[src/rtl/ex_stage_if.sv]
// ex_stage_if: bundles the ID/EX-side inputs and EX/MEM-side outputs of the
// execute stage.
//   master : upstream pipeline and control side. Drives the Ex* fields,
//            the forwarding selects and data, and stall/flush. Observes the
//            Mem* fields, the flags and ExResult.
//   slave  : the execute stage itself.
interface ex_stage_if #(
  parameter int W  = 64,
  parameter int RW = 5
);
  logic [2:0]    ExALUOp;
  logic          ExALUSrc;
  logic          Eximmselect;
  logic          ExMem2Reg;
  logic          ExRegWrite;
  logic          ExMemWrite;
  logic          ExMemRead;
  logic          ExFlagWrite;
  logic [3:0]    Exxfer_size;
  logic [RW-1:0] ExAw;
  logic [W-1:0]  ExDa;
  logic [W-1:0]  ExDb;
  logic [W-1:0]  ExImm12Ext;
  logic [W-1:0]  ExDAddr9Ext;
  logic [1:0]    fwd_a_sel;
  logic [1:0]    fwd_b_sel;
  logic [W-1:0]  MemFwdData;
  logic [W-1:0]  WbFwdData;
  logic          stall;
  logic          flush;

  logic [W-1:0]  ExResult;
  logic [W-1:0]  MemALUResult;
  logic [W-1:0]  MemDb;
  logic [RW-1:0] MemAw;
  logic          MemMem2Reg;
  logic          MemRegWrite;
  logic          MemMemWrite;
  logic          MemMemRead;
  logic [3:0]    Memxfer_size;
  logic          FlagN;
  logic          FlagZ;
  logic          FlagC;
  logic          FlagV;

  modport master (
    output ExALUOp, ExALUSrc, Eximmselect, ExMem2Reg, ExRegWrite, ExMemWrite,
           ExMemRead, ExFlagWrite, Exxfer_size, ExAw, ExDa, ExDb, ExImm12Ext,
           ExDAddr9Ext, fwd_a_sel, fwd_b_sel, MemFwdData, WbFwdData, stall,
           flush,
    input  ExResult, MemALUResult, MemDb, MemAw, MemMem2Reg, MemRegWrite,
           MemMemWrite, MemMemRead, Memxfer_size, FlagN, FlagZ, FlagC, FlagV
  );

  modport slave (
    input  ExALUOp, ExALUSrc, Eximmselect, ExMem2Reg, ExRegWrite, ExMemWrite,
           ExMemRead, ExFlagWrite, Exxfer_size, ExAw, ExDa, ExDb, ExImm12Ext,
           ExDAddr9Ext, fwd_a_sel, fwd_b_sel, MemFwdData, WbFwdData, stall,
           flush,
    output ExResult, MemALUResult, MemDb, MemAw, MemMem2Reg, MemRegWrite,
           MemMemWrite, MemMemRead, Memxfer_size, FlagN, FlagZ, FlagC, FlagV
  );
endinterface

[src/rtl/ex_stage.sv]
// ex_stage: execute stage of the 5-stage pipeline.
// The stage does four things:
//   - forwards operands A and B
//   - selects operand B between register data and an immediate
//   - computes the 64-bit ALU result and updates the NZCV flag register
//   - holds the EX/MEM pipeline register, with stall (hold) and flush (bubble)
// Ports:
//   clk   : rising-edge clock.
//   reset : asynchronous, active-low. Clears the EX/MEM register and the flags.
//   bus   : ex_stage_if.slave. Carries the Ex* inputs, the forwarding inputs,
//           stall/flush, and the Mem*/Flag*/ExResult outputs.
module ex_stage #(
  parameter int W  = 64,
  parameter int RW = 5
) (
  input logic     clk,
  input logic     reset,
  ex_stage_if.slave bus
);

  // Packed ALU outcome: {C, V, result}.
  function automatic logic [W+1:0] alu_calc(input logic [2:0] op,
                                            input logic signed [W-1:0] a,
                                            input logic signed [W-1:0] b);
    logic signed [W-1:0] b_x;
    logic [W:0]          sum;
    logic [W-1:0]        res;
    logic                c;
    logic                v;
    // Subtraction reuses the adder as A + ~B + 1, so C=1 means no borrow.
    b_x = (op == 3'b011) ? ~b : b;
    sum = {1'b0, a} + {1'b0, b_x} + {{W{1'b0}}, (op == 3'b011)};
    res = '0;
    c   = 1'b0;
    v   = 1'b0;
    case (op)
      3'b000: res = b;
      3'b010, 3'b011: begin
        res = sum[W-1:0];
        c   = sum[W];
        // Overflow: both adder inputs share a sign that the result lacks.
        v   = (a[W-1] == b_x[W-1]) && (sum[W-1] != a[W-1]);
      end
      3'b100: res = a & b;
      3'b101: res = a | b;
      3'b110: res = a ^ b;
      default: res = '0;
    endcase
    return {c, v, res};
  endfunction

  function automatic logic [W-1:0] fwd_mux(input logic [1:0] sel,
                                           input logic [W-1:0] reg_val,
                                           input logic [W-1:0] mem_val,
                                           input logic [W-1:0] wb_val);
    case (sel)
      2'b01:   return mem_val;
      2'b10:   return wb_val;
      default: return reg_val;  // 11 behaves as 00
    endcase
  endfunction

  logic signed [W-1:0] op_a_p0;
  logic signed [W-1:0] fwd_b_p0;
  logic signed [W-1:0] imm_p0;
  logic signed [W-1:0] op_b_p0;
  logic [W+1:0]        alu_p0;
  logic [W-1:0]        res_p0;

  // ---- Stage p0: operand selection and ALU (combinational) ----
  assign op_a_p0  = fwd_mux(bus.fwd_a_sel, bus.ExDa, bus.MemFwdData, bus.WbFwdData);
  assign fwd_b_p0 = fwd_mux(bus.fwd_b_sel, bus.ExDb, bus.MemFwdData, bus.WbFwdData);
  assign imm_p0   = bus.Eximmselect ? bus.ExImm12Ext : bus.ExDAddr9Ext;
  assign op_b_p0  = bus.ExALUSrc ? imm_p0 : fwd_b_p0;
  assign alu_p0   = alu_calc(bus.ExALUOp, op_a_p0, op_b_p0);
  assign res_p0   = alu_p0[W-1:0];

  assign bus.ExResult = res_p0;

  // ---- Stage p1: EX/MEM register and flag register ----
  always_ff @(posedge clk or negedge reset) begin
    if (!reset) begin
      bus.MemALUResult <= '0;
      bus.MemDb        <= '0;
      bus.MemAw        <= '0;
      bus.MemMem2Reg   <= 1'b0;
      bus.MemRegWrite  <= 1'b0;
      bus.MemMemWrite  <= 1'b0;
      bus.MemMemRead   <= 1'b0;
      bus.Memxfer_size <= '0;
      bus.FlagN        <= 1'b0;
      bus.FlagZ        <= 1'b0;
      bus.FlagC        <= 1'b0;
      bus.FlagV        <= 1'b0;
    end else if (bus.flush) begin
      // Bubble: kill side effects. Data fields load, but they are don't-care.
      bus.MemALUResult <= res_p0;
      bus.MemDb        <= fwd_b_p0;
      bus.MemAw        <= bus.ExAw;
      bus.Memxfer_size <= bus.Exxfer_size;
      bus.MemMem2Reg   <= 1'b0;
      bus.MemRegWrite  <= 1'b0;
      bus.MemMemWrite  <= 1'b0;
      bus.MemMemRead   <= 1'b0;
    end else if (!bus.stall) begin
      bus.MemALUResult <= res_p0;
      // Stores take the forwarded register value, never the immediate.
      bus.MemDb        <= fwd_b_p0;
      bus.MemAw        <= bus.ExAw;
      bus.Memxfer_size <= bus.Exxfer_size;
      bus.MemMem2Reg   <= bus.ExMem2Reg;
      bus.MemRegWrite  <= bus.ExRegWrite;
      bus.MemMemWrite  <= bus.ExMemWrite;
      bus.MemMemRead   <= bus.ExMemRead;
      if (bus.ExFlagWrite) begin
        bus.FlagN <= res_p0[W-1];
        bus.FlagZ <= (res_p0 == '0);
        bus.FlagC <= alu_p0[W+1];
        bus.FlagV <= alu_p0[W];
      end
    end
  end

endmodule

[src/flat_wrapper.sv]
// flat-port wrapper written by rule: the top's interface ports become plain ports
module ex_stage_flat 
#(
  parameter int W  = 64,
  parameter int RW = 5
)
  (clk, reset, bus_ExALUOp, bus_ExALUSrc, bus_Eximmselect, bus_ExMem2Reg, bus_ExRegWrite, bus_ExMemWrite, bus_ExMemRead, bus_ExFlagWrite, bus_Exxfer_size, bus_ExAw, bus_ExDa, bus_ExDb, bus_ExImm12Ext, bus_ExDAddr9Ext, bus_fwd_a_sel, bus_fwd_b_sel, bus_MemFwdData, bus_WbFwdData, bus_stall, bus_flush, bus_ExResult, bus_MemALUResult, bus_MemDb, bus_MemAw, bus_MemMem2Reg, bus_MemRegWrite, bus_MemMemWrite, bus_MemMemRead, bus_Memxfer_size, bus_FlagN, bus_FlagZ, bus_FlagC, bus_FlagV);
  ex_stage_if #(.W(W), .RW(RW)) bus_i ();
  input logic clk;
  input logic reset;
  input wire logic [$bits(bus_i.ExALUOp)-1:0] bus_ExALUOp;
  input wire logic [$bits(bus_i.ExALUSrc)-1:0] bus_ExALUSrc;
  input wire logic [$bits(bus_i.Eximmselect)-1:0] bus_Eximmselect;
  input wire logic [$bits(bus_i.ExMem2Reg)-1:0] bus_ExMem2Reg;
  input wire logic [$bits(bus_i.ExRegWrite)-1:0] bus_ExRegWrite;
  input wire logic [$bits(bus_i.ExMemWrite)-1:0] bus_ExMemWrite;
  input wire logic [$bits(bus_i.ExMemRead)-1:0] bus_ExMemRead;
  input wire logic [$bits(bus_i.ExFlagWrite)-1:0] bus_ExFlagWrite;
  input wire logic [$bits(bus_i.Exxfer_size)-1:0] bus_Exxfer_size;
  input wire logic [$bits(bus_i.ExAw)-1:0] bus_ExAw;
  input wire logic [$bits(bus_i.ExDa)-1:0] bus_ExDa;
  input wire logic [$bits(bus_i.ExDb)-1:0] bus_ExDb;
  input wire logic [$bits(bus_i.ExImm12Ext)-1:0] bus_ExImm12Ext;
  input wire logic [$bits(bus_i.ExDAddr9Ext)-1:0] bus_ExDAddr9Ext;
  input wire logic [$bits(bus_i.fwd_a_sel)-1:0] bus_fwd_a_sel;
  input wire logic [$bits(bus_i.fwd_b_sel)-1:0] bus_fwd_b_sel;
  input wire logic [$bits(bus_i.MemFwdData)-1:0] bus_MemFwdData;
  input wire logic [$bits(bus_i.WbFwdData)-1:0] bus_WbFwdData;
  input wire logic [$bits(bus_i.stall)-1:0] bus_stall;
  input wire logic [$bits(bus_i.flush)-1:0] bus_flush;
  output wire logic [$bits(bus_i.ExResult)-1:0] bus_ExResult;
  output wire logic [$bits(bus_i.MemALUResult)-1:0] bus_MemALUResult;
  output wire logic [$bits(bus_i.MemDb)-1:0] bus_MemDb;
  output wire logic [$bits(bus_i.MemAw)-1:0] bus_MemAw;
  output wire logic [$bits(bus_i.MemMem2Reg)-1:0] bus_MemMem2Reg;
  output wire logic [$bits(bus_i.MemRegWrite)-1:0] bus_MemRegWrite;
  output wire logic [$bits(bus_i.MemMemWrite)-1:0] bus_MemMemWrite;
  output wire logic [$bits(bus_i.MemMemRead)-1:0] bus_MemMemRead;
  output wire logic [$bits(bus_i.Memxfer_size)-1:0] bus_Memxfer_size;
  output wire logic [$bits(bus_i.FlagN)-1:0] bus_FlagN;
  output wire logic [$bits(bus_i.FlagZ)-1:0] bus_FlagZ;
  output wire logic [$bits(bus_i.FlagC)-1:0] bus_FlagC;
  output wire logic [$bits(bus_i.FlagV)-1:0] bus_FlagV;
  assign bus_i.ExALUOp = bus_ExALUOp;
  assign bus_i.ExALUSrc = bus_ExALUSrc;
  assign bus_i.Eximmselect = bus_Eximmselect;
  assign bus_i.ExMem2Reg = bus_ExMem2Reg;
  assign bus_i.ExRegWrite = bus_ExRegWrite;
  assign bus_i.ExMemWrite = bus_ExMemWrite;
  assign bus_i.ExMemRead = bus_ExMemRead;
  assign bus_i.ExFlagWrite = bus_ExFlagWrite;
  assign bus_i.Exxfer_size = bus_Exxfer_size;
  assign bus_i.ExAw = bus_ExAw;
  assign bus_i.ExDa = bus_ExDa;
  assign bus_i.ExDb = bus_ExDb;
  assign bus_i.ExImm12Ext = bus_ExImm12Ext;
  assign bus_i.ExDAddr9Ext = bus_ExDAddr9Ext;
  assign bus_i.fwd_a_sel = bus_fwd_a_sel;
  assign bus_i.fwd_b_sel = bus_fwd_b_sel;
  assign bus_i.MemFwdData = bus_MemFwdData;
  assign bus_i.WbFwdData = bus_WbFwdData;
  assign bus_i.stall = bus_stall;
  assign bus_i.flush = bus_flush;
  assign bus_ExResult = bus_i.ExResult;
  assign bus_MemALUResult = bus_i.MemALUResult;
  assign bus_MemDb = bus_i.MemDb;
  assign bus_MemAw = bus_i.MemAw;
  assign bus_MemMem2Reg = bus_i.MemMem2Reg;
  assign bus_MemRegWrite = bus_i.MemRegWrite;
  assign bus_MemMemWrite = bus_i.MemMemWrite;
  assign bus_MemMemRead = bus_i.MemMemRead;
  assign bus_Memxfer_size = bus_i.Memxfer_size;
  assign bus_FlagN = bus_i.FlagN;
  assign bus_FlagZ = bus_i.FlagZ;
  assign bus_FlagC = bus_i.FlagC;
  assign bus_FlagV = bus_i.FlagV;
  ex_stage #(.W(W), .RW(RW)) u_core (.clk(clk), .reset(reset), .bus(bus_i));
endmodule
[config.mk]
export PLATFORM = sky130hd
export DESIGN_NAME = ex_stage_flat
export DESIGN_NICKNAME = d
export VERILOG_FILES = /design/src/rtl/ex_stage_if.sv /design/src/rtl/ex_stage.sv /design/src/flat_wrapper.sv
export SDC_FILE = /design/constraint.sdc
export NUM_CORES = 1
export LEC_CHECK = 0
export CAP_MARGIN = 5
export CORE_ASPECT_RATIO = 0.5
export CORE_MARGIN = 4
export CORE_UTILIZATION = 40
export CTS_BUF_LIST = sky130_fd_sc_hd__clkbuf_4
export CTS_CLUSTER_DIAMETER = 100
export DETAILED_ROUTE_END_ITERATION = 10
export GPL_TIMING_DRIVEN = 0
export PLACE_DENSITY = 0.77
export SLEW_MARGIN = 20
export SYNTH_ARGS = -nofsm -noshare
export SYNTH_HDL_FRONTEND = slang
export SYNTH_SLANG_ARGS = --single-unit
[constraint.sdc]
create_clock -name clk -period 10.71 [get_ports clk]
set_input_delay 2.142 -clock clk [delete_from_list [all_inputs] [get_ports clk]]
set_output_delay 2.142 -clock clk [all_outputs]
set_load 0.05 [all_outputs]
==> flow_metrics.tcl <==
set metrics [dict create \
    vias_per_cell 6.375 \
    async_flop_share_pct 100.0 \
    final_layout_size_suffix_gt1_share_pct 9.974 \
    power.leakage_nw 12.47 \
    finalNetCount 4054 \
    violations "negative setup slack" \
    ir_drop_mv 0.08897 \
    ys_ff_latch 145 \
    worstPathCellList "clkdlybuf4s50_1 -> inv_1 -> ha_1 -> clkbuf_1 -> clkbuf_1 -> clkbuf_1 -> nand2_1 -> o21ai_1 -> ha_1 -> clkbuf_1 -> nand4_1 -> or3_1 -> nand3_1 -> nand2_1 -> nor2_1 -> a21oi_1 -> mux2i_2 -> a21oi_4 -> buf_4 -> clkdlybuf4s15_2" \
    place_ws_ns -3.712 \
    grt_first_pass_wirelength_um 176000 \
    path_max_fanout 10 \
    numCtsBuffers 17 \
    die_w_um 321.8 \
    rows 57 \
    htree_levels 4 \
    slew_violations 0 \
    final_cells 4132 \
    grt_overflow 0 \
    layout_min_cycle_time_ns 10.79 \
    grt_max_degree 75 \
    status "finished, violations left" \
    firstDrtPassIters 9 \
    max_stage_delay_ns 0.76 \
    r2r_start "u_core.bus.MemALUResult[63]" \
    portBuffers 616 \
    min_period_over_period_pct 100.7 \
    worstMarginPinSlew_ns 1.165 \
    cellPowerDensity_nw_per_um2 146.5 \
    wl_per_cell_um 31.51 \
    start_kind "primary input" \
    routed_wl_um 130200 \
    dp_hpwl_um 110200 \
    crit_type "in2out" \
    critPathMostFrequentCell "clkbuf_1" \
    rsz0062_at_grt "yes" \
    drc 0 \
    critPathLaunch "bus_fwd_a_sel[0]" \
    ctsHoldBuffers 0 \
    max_freq_ghz 0.09271 \
    cts_max_path_buffers 2 \
    path_clk_slew_ns 0.16 \
    whs_ns 0.4837 \
    post-place-cells 4064 \
    slew_headroom_pct 22.34 \
    finalWorstSetupSlack_ns -0.07598 \
    critical_path.endpoint "bus_ExResult[54]" \
    drt-initial-drc-count 3874 \
    ios 620 \
    reg2reg_slack_ns 9.95 \
    synth_area_um2 19700 \
    slowest_stage "clkbuf_1" \
    synth_edf_count 0 \
    cts_sinks 145 \
    r2r-end "u_core.bus.MemALUResult[63]" \
    netlist_instances 2797 \
    cts_tree "done" \
    end_kind "output pin" \
    synth.avg_cell_area_um2 7.042 \
    yosysWarnings 0 \
    hp-class "reg2reg" \
    ys_seq_area_share_pct 18.42 \
    finClkSkew_ns 0 \
    post-route-util_pct 57.61 \
    syn_nets 3404 \
    num_vias 26343 \
    critPathArrivalTime_ns 8.64 \
    die_area_um2 53070 \
    grtUsageTotal_pct 46.77 \
    synth_cell_types 88 \
    core_area_um2 48570 \
    ctsRootBufferMaster "clkbuf_4" \
    start_util_pct 40.56 \
    critPathRequiredTime_ns 8.57 \
    reg2reg_depth 1 \
    hold_violations 0 \
    syn_to_final_growth_pct 42.04 \
    grt_pass1_vias 24345 \
    max_cap_viol_count 0 \
    ys.flop_type "dfrtp_1" \
    die_h_um 164.9 \
    place_congestion 1.126 \
    grt_antenna_before_repair 32 \
    clkLatencyLatePin_ns 0.66 \
    drtAntennaViolNets 0 \
    setup_violations 2 \
]
metal layers:
layer	vias to the layer above	routed length [µm]	global-route usage, %
li1	11192	-	-
met1	12829	52590	62.36
met2	1982	52460	67.44
met3	322	18370	17.51
met4	18	6530	20.22
met5	-	262	0
worst max-delay path: cells and delay by family:
family / cells / cell delay [ns]
fa+ha+maj: 2 / 0.60
simple gates: 6 / 1.50
compound gates: 3 / 0.95
buf+inv: 8 / 3.20
mux: 1 / 0.24
cells in the final DEF, fill, tap and decap left out, types with 102 or more instances in the layout:
| master | count |
|---|---|
| ha_1 | 188 |
| dfrtp_1 | 145 |
| a21oi_1 | 107 |
| nand2_1 | 487 |
| a22oi_1 | 158 |
| mux2i_1 | 141 |
| inv_1 | 162 |
| o21ai_0 | 182 |
| clkdlybuf4s50_1 | 582 |
| clkbuf_1 | 102 |
| nor2_1 | 269 |
cells in the mapped netlist, drive strengths merged, types with 14 or more instances:
master | instances | share of area, %
mux2i | 142 | 7.2
nor2 | 275 | 5.2
o22ai | 62 | 2.0
xor2 | 19 | 0.84
o21ai | 224 | 5.7
nand4 | 37 | 1.2
o21a | 20 | 0.76
nor4 | 20 | 0.64
o211ai | 17 | 0.65
nor3 | 34 | 0.86
buf | 114 | 3.5
a21o | 31 | 1.2
xnor2 | 65 | 2.9
a22oi | 158 | 6.0
a31oi | 19 | 0.60
ha | 195 | 12
a21oi | 147 | 3.7
nand2 | 489 | 9.3
and3 | 14 | 0.46
nand3 | 31 | 0.79
inv | 162 | 3.1
a221oi | 14 | 0.62
dfrtp | 145 | 18
clkbuf | 158 | 3.2
where the power goes:
part / internal [mW] / leakage, nW / switching, mW / total (mW)
clock network: 0.235 / 0.189 / 0.278 / 0.512
logic: 0.974 / 10.5 / 1.93 / 2.90
registers: 0.635 / 1.80 / 0.0523 / 0.687
area by class of cell:
cell class | instances | area, µm²
inverter | 162 | 608.1
timing repair buffer | 643 | 6374
fill | 4678 | 20590
antenna | 24 | 60.06
clock inverter | 13 | 235.2
multi-input combinational | 2218 | 14740
tap | 649 | 812.0
clock buffer | 18 | 135.1
buffer | 260 | 1383
sequential | 145 | 3628
through the flow:
stage	setup TNS, ns	power, mW	cell area, µm²
after floorplan	0	2.318	19700
after global placement	-113.41	3.345	26680
after detailed placement	-107.31	3.377	26730
after CTS	-0.07020	3.950	27660
after global routing	-0.2560	4.224	27970
final	-0.1417	4.098	27980
what timing repair did:
item / CTS / global route
buffers inserted: 16 / 9
gates resized for setup: 209 / 110
endpoints found under the setup margin: 55 / 49
hold endpoints to repair: 0 / 0
pin swaps: 16 / 7
cells by family after synthesis:
logic type | share of synthesized area [%]
AO/OA/AOI/OAI | 26.51
XOR/XNOR | 3.735
adder cells (fa/ha/maj) | 12.49
buffers and inverters | 9.744
flip-flops | 18.42
multiplexers | 7.692
AND/OR/NAND/NOR | 21.41
registers in the layout, summed over array words and instances (netlist names):
| register | cells |
|---|---|
| u_core.bus.MemRegWrite | 1 |
| u_core.bus.MemMemWrite | 1 |
| u_core.bus.FlagN | 1 |
| u_core.bus.MemDb | 64 |
| u_core.bus.Memxfer_size | 4 |
| u_core.bus.FlagC | 1 |
| u_core.bus.FlagZ | 1 |
| u_core.bus.MemMemRead | 1 |
| u_core.bus.MemMem2Reg | 1 |
| u_core.bus.MemALUResult | 64 |
| u_core.bus.FlagV | 1 |
| u_core.bus.MemAw | 5 |
worst min path at each step:
stage,startpoint,end,cells after the start
2_1_floorplan,u_core.bus.Memxfer_size[3],u_core.bus.Memxfer_size[3],2
3_3_place_gp,u_core.bus.MemDb[58],u_core.bus.MemDb[58],2
3_5_place_dp,u_core.bus.MemAw[1],u_core.bus.MemAw[1],2
4_1_cts,u_core.bus.MemDb[12],u_core.bus.MemDb[12],2
5_1_grt,u_core.bus.MemDb[2],u_core.bus.MemDb[2],2
6_report,u_core.bus.Memxfer_size[0],u_core.bus.Memxfer_size[0],2
(Power assumes the default switching activity.)
